`config.mk`:
```
export PLATFORM = sky130hd
export DESIGN_NAME = tdm_demux8
export DESIGN_NICKNAME = d
export VERILOG_FILES = /design/src/rtl/tdm_pkg.sv /design/src/rtl/tdm_slot_bank.sv /design/src/rtl/tdm_demux8.sv
export SDC_FILE = /design/constraint.sdc
export NUM_CORES = 1
export LEC_CHECK = 0
export ABC_AREA = 1
export BUFFER_PORTS_ARGS = -buffer_cell sky130_fd_sc_hd__buf_2
export CAP_MARGIN = 0
export CELL_PAD_IN_SITES_DETAIL_PLACEMENT = 1
export CELL_PAD_IN_SITES_GLOBAL_PLACEMENT = 2
export CORE_MARGIN = 2
export CORE_UTILIZATION = 36
export CTS_CLUSTER_SIZE = 8
export DETAILED_ROUTE_END_ITERATION = 12
export PLACE_DENSITY = 0.85
export SLEW_MARGIN = 30
export SYNTH_ARGS = -nofsm -noshare
export SYNTH_HDL_FRONTEND = slang
export SYNTH_SLANG_ARGS = --single-unit
```
`constraint.sdc`:
```
create_clock -name clk -period 3.1 [get_ports clk]
set_input_delay 0.465 -clock clk [delete_from_list [all_inputs] [get_ports clk]]
set_output_delay 0.465 -clock clk [all_outputs]
set_load 0.01 [all_outputs]
```
`src/rtl/tdm_pkg.sv`:
```
// Shared definitions for the 8-slot TDM link (transmitter and receiver).
package tdm_pkg;

  typedef enum logic {
    IDLE = 1'b0,
    RECV = 1'b1
  } tdm_state_t;

  localparam int TDM_SLOTS = 8;
  localparam int TDM_SEL_W = 3;

endpackage

```
`src/rtl/tdm_slot_bank.sv`:
```
// Shadow register array: one WIDTH-bit word per TDM slot, written by index.
module tdm_slot_bank
  import tdm_pkg::*;
#(
  parameter int WIDTH = 1
) (
  input  logic                         clk,
  input  logic                         rst,
  input  logic                         we,
  input  logic [TDM_SEL_W-1:0]         widx,
  input  logic [WIDTH-1:0]             wdata,
  output logic [TDM_SLOTS*WIDTH-1:0]   bank
);

  logic [WIDTH-1:0] mem [TDM_SLOTS];

  always_ff @(posedge clk) begin
    if (rst) begin
      for (int k = 0; k < TDM_SLOTS; k++) mem[k] <= '0;
    end else if (we) begin
      mem[widx] <= wdata;
    end
  end

  always_comb begin
    bank = '0;
    for (int k = 0; k < TDM_SLOTS; k++) bank[k*WIDTH +: WIDTH] = mem[k];
  end

endmodule

```
`src/rtl/tdm_demux8.sv`:
```
// TDM receiver: collects eight slot words after a sync-marked slot 0 and
// presents them as one registered frame with a single-cycle valid strobe.
module tdm_demux8
  import tdm_pkg::*;
#(
  parameter int WIDTH = 1
) (
  input  logic                        clk,
  input  logic                        rst,
  input  logic [WIDTH-1:0]            din,
  input  logic                        din_valid,
  input  logic                        din_sync,
  output logic [TDM_SLOTS*WIDTH-1:0]  dout,
  output logic                        dout_valid,
  output logic [TDM_SEL_W-1:0]        slot,
  output logic                        busy,
  output logic                        frame_err
);

  localparam int FW = TDM_SLOTS * WIDTH;
  localparam logic [TDM_SEL_W-1:0] LAST_SLOT = TDM_SEL_W'(TDM_SLOTS - 1);

  tdm_state_t            state, state_n;
  logic [TDM_SEL_W-1:0]  slot_q, slot_n;
  logic [TDM_SEL_W-1:0]  widx;
  logic                  we;
  logic                  load;
  logic                  vld_n;
  logic                  err_n;
  logic [FW-1:0]         bank;
  logic [FW-1:0]         frame;

  logic [FW-1:0]         dout_p0;
  logic                  vld_p0;
  logic                  err_p0;

  tdm_slot_bank #(
    .WIDTH (WIDTH)
  ) u_bank (
    .clk   (clk),
    .rst   (rst),
    .we    (we),
    .widx  (widx),
    .wdata (din),
    .bank  (bank)
  );

  // The last slot bypasses the shadow so the frame loads on the beat that completes it.
  always_comb begin
    frame = bank;
    frame[FW-1 -: WIDTH] = din;
  end

  always_comb begin
    state_n = state;
    slot_n  = slot_q;
    we      = 1'b0;
    widx    = slot_q;
    load    = 1'b0;
    vld_n   = 1'b0;
    err_n   = 1'b0;
    if (din_valid) begin
      if (din_sync) begin
        // A sync always restarts at slot 0; inside a frame it aborts the partial one.
        we      = 1'b1;
        widx    = '0;
        slot_n  = TDM_SEL_W'(1);
        state_n = RECV;
        err_n   = (state == RECV);
      end else if (state == RECV) begin
        we = 1'b1;
        if (slot_q == LAST_SLOT) begin
          load    = 1'b1;
          vld_n   = 1'b1;
          slot_n  = '0;
          state_n = IDLE;
        end else begin
          slot_n = slot_q + TDM_SEL_W'(1);
        end
      end
    end
  end

  always_ff @(posedge clk) begin
    if (rst) begin
      state  <= IDLE;
      slot_q <= '0;
      vld_p0 <= 1'b0;
      err_p0 <= 1'b0;
    end else begin
      state  <= state_n;
      slot_q <= slot_n;
      vld_p0 <= vld_n;
      err_p0 <= err_n;
    end
  end

  // Output frame register stage
  always_ff @(posedge clk) begin
    if (rst) begin
      dout_p0 <= '0;
    end else if (load) begin
      dout_p0 <= frame;
    end
  end

  assign dout       = dout_p0;
  assign dout_valid = vld_p0;
  assign frame_err  = err_p0;
  assign slot       = slot_q;
  assign busy       = (state == RECV);

endmodule

```
==> results by group <==
Outcome
  – Outcome: finished with violations
  – Violations in the final reports: design-rule violations

Logic synthesis
  – Synth area leaders: dfxtp_1 (26%), edfxtp_1 (19%), nor2_1 (5.9%)
  – Number of flops mapped to enable cells by yosys: 7
  – Dominant cell type by area after synthesis: dfxtp_1
  – Syn Nets: 122
  – Post-Synthesis Cell Area: about 1100 um2
  – Yosys top cell area share: approximately a quarter
  – Synth Flop Type: dfxtp_1
  – Synth warn: 0
  – Cell count after synthesis: 115
  – Post-synth cell types: 29
  – Mean post-synth cell area: 9.45 um2
  – Asr flop ratio synth: 0%
  – Register area share after synthesis: 45.1%
  – FF+latch count, synth: 21

Floorplan
  – IO Count: 19
  – Core Box Area: 2810 um2
  – DIE HEIGHT: 59.0 um
  – Die Wd: 59.0 um
  – Row count: 19
  – Initial Util: between 30 and 40%
  – Die ar.: 3480 um2

Detailed routing
  – DRT iter0 DRCs: 18
  – Antenna violation net count after detailed routing: 0
  – DRC violations left: 3
  – Vias: 847
  – Routed WL per cell: 13.2 um
  – Final WL: 2.15 mm
  – Via/cell ratio: 5.20
  – DR pass1 iterations: 8

Critical path
  – Worst Setup SP: slot[0]$_SDFFE_PP0P_
  – CP Class: flop to flop
  – CP required: between 3000 and 4000 ps
  – R2R depth: 6
  – Reg2Reg Setup Slack: 1330 ps
  – Crit-path cells: ha_1 -> ha_1 -> nand2_4 -> nor3_4 -> nor2_1 -> nor2_1
  – Slowest stage cell, crit path: dfxtp_1
  – Critical path arrival: 2010 ps
  – CP Max Fanout: 10
  – Crit start category: flop
  – CP max stage delay: 510 ps
  – Reg2reg start: slot[0]$_SDFFE_PP0P_
  – Terminus of the critical flop-to-flop path: dout[2]$_SDFFE_PP0P_
  – Critical Path Sink Type: flop
  – Worst setup endpoint: dout[2]$_SDFFE_PP0P_

STA
  – Highest Clock Rate: 564 MHz
  – Final worst slack: 1330 ps
  – Hold WS: roughly 370 ps
  – Slew @ Worst Pin: 745 ps
  – Final Hold Viols: 0
  – Unrepaired setup endpoints after global routing: no
  – Slew headroom: 50.3%
  – Setup TNS Final: 0 ps
  – Fin Clk Skew: about 16 ps
  – Fin crit share: a little under three fifths
  – Final Max Tran Viols: 0
  – Period minus WS final: 1770 ps
  – Setup violators final: 0

GRT
  – Initial antenna violation count: 0
  – Vias in the first global route: 779
  – Largest net degree at the start of global routing: 21
  – First-pass GRT wire length: 3.69 mm
  – GRT Overall Usage: between 10% and 20%
  – Global route overflow: 0

Layout
  – Cell area after layout: around 1200 um2
  – Antenna fix cells: 0
  – Synthesis-to-finish area growth: 10.8%
  – Most frequent cells in the layout: buf_2 (18), nor2_1 (17), dfxtp_1 (14), inv_1 (11), nand2_1 (11)
  – Fillers: 342
  – Share of layout cells above drive strength 1: 34.8%
  – Most common cell after layout, fill and taps aside: buf_2
  – Final nets: 140

Clock network
  – Cts repair resizes: 0
  – CTS tree: done
  – Worst-Skew Late Latency: 310 ps
  – Hold Buf Count CTS: 0
  – Max clock buf depth: 2
  – CTS root buf: clkbuf_4
  – CTS HTree Levels: 1
  – Total CTS buffers: 3
  – Worst-path clk slew: 130 ps
  – Clock Sinks: 21
  – Setup bufs post-CTS: 0

Min path
  – Hold path depth: 2
  – HP Class: primary input to flop

Place
  – Pre-CTS setup slack: about 1200 ps
  – Port Buffers: 18
  – RD Place Congestion: 0.748
  – Post-DP HPWL: 1.63 mm
  – Post-DP Area: 1180 um2

Power
  – Leakage power: approximately 0.00051 uW
  – Peak supply drop: 125 uV
  – Tot Pwr: approximately 480 uW
  – Power Dens Cells: 401 nW/um2

Flow run
  – Max cap viols: 0
==> state kept, by name (all words and copies together), names as in the netlist <==
register	flops
dout	8
frame_err	1
slot	3
dout_valid	1
u_bank.mem	7
busy	1
==> through the flow <==
step / utilization [%] / std cells
floorplan: - / 115
global placement: 42.0 / 159
detailed placement: 42.0 / 159
CTS: 43.0 / 163
global route: 43.0 / 163
finish: 43.0 / 163
==> worst min path at each step <==
| stage | from | end |
|---|---|---|
| floorplan | dout[0]$_SDFFE_PP0P_ | dout[0]$_SDFFE_PP0P_ |
| global placement | dout[5]$_SDFFE_PP0P_ | dout[5]$_SDFFE_PP0P_ |
| detailed placement | dout[5]$_SDFFE_PP0P_ | dout[5]$_SDFFE_PP0P_ |
| CTS | rst | slot[0]$_SDFFE_PP0P_ |
| global route | rst | slot[0]$_SDFFE_PP0P_ |
| finish | rst | slot[0]$_SDFFE_PP0P_ |
==> synthesized netlist by cell type, types with 2 or more instances <==
cell      instances
inv_1            11
nor3_2            5
nand3_1           4
o21ai_2           3
nand2_1          11
nor3_1            2
nand4_1           9
nor2_1           17
nand2_2           2
ha_1              2
nand2_4           4
nand3_2           2
nand3b_2          2
a21oi_1           3
dfxtp_1          14
buf_6             2
o21ai_1           4
edfxtp_1          7
==> layout make-up <==
cell class	instances	area (um2)	share of cell area [%]
multi-input combinational	76	503	41.7
sequential	21	490	40.7
timing repair buffer	18	90.1	7.48
inverter	13	55.1	4.57
tap	31	38.8	3.22
clock buffer	3	22.5	1.87
clock inverter	1	5.00	0.415
==> metal layers <==
metal  vias up  track usage (%)  part of all wire, %
met3         2             1.98                  3.3
met1       406             18.9                   48
li1        424                -                    -
met5         -                0                    0
met4         0             4.87                  1.3
met2        15             23.0                   48
==> worst max-delay path, delay by kind of cell (launching register included) <==
kind / cells / cell delay (ps)
fa+ha+maj: 2 / 620
simple gates: 4 / 570
flops: 1 / 510
==> power breakdown <==
| group | internal (uW) | switching [uW] | total (uW) | leakage, uW |
|---|---|---|---|---|
| sequential | 290 | 5.77 | 296 | 0.000186 |
| combinational | 15.1 | 37.4 | 52.5 | 0.000309 |
| clock | 48.0 | 87.1 | 135 | 0.0000177 |
==> cell families after synthesis <==
kind of cell	synth area share [%]
simple gates	37.1
flops	45.1
buf+inv	8.63
fa+ha+maj	2.30
compound gates	6.90
Note: power is estimated with default switching activity, not from simulation.
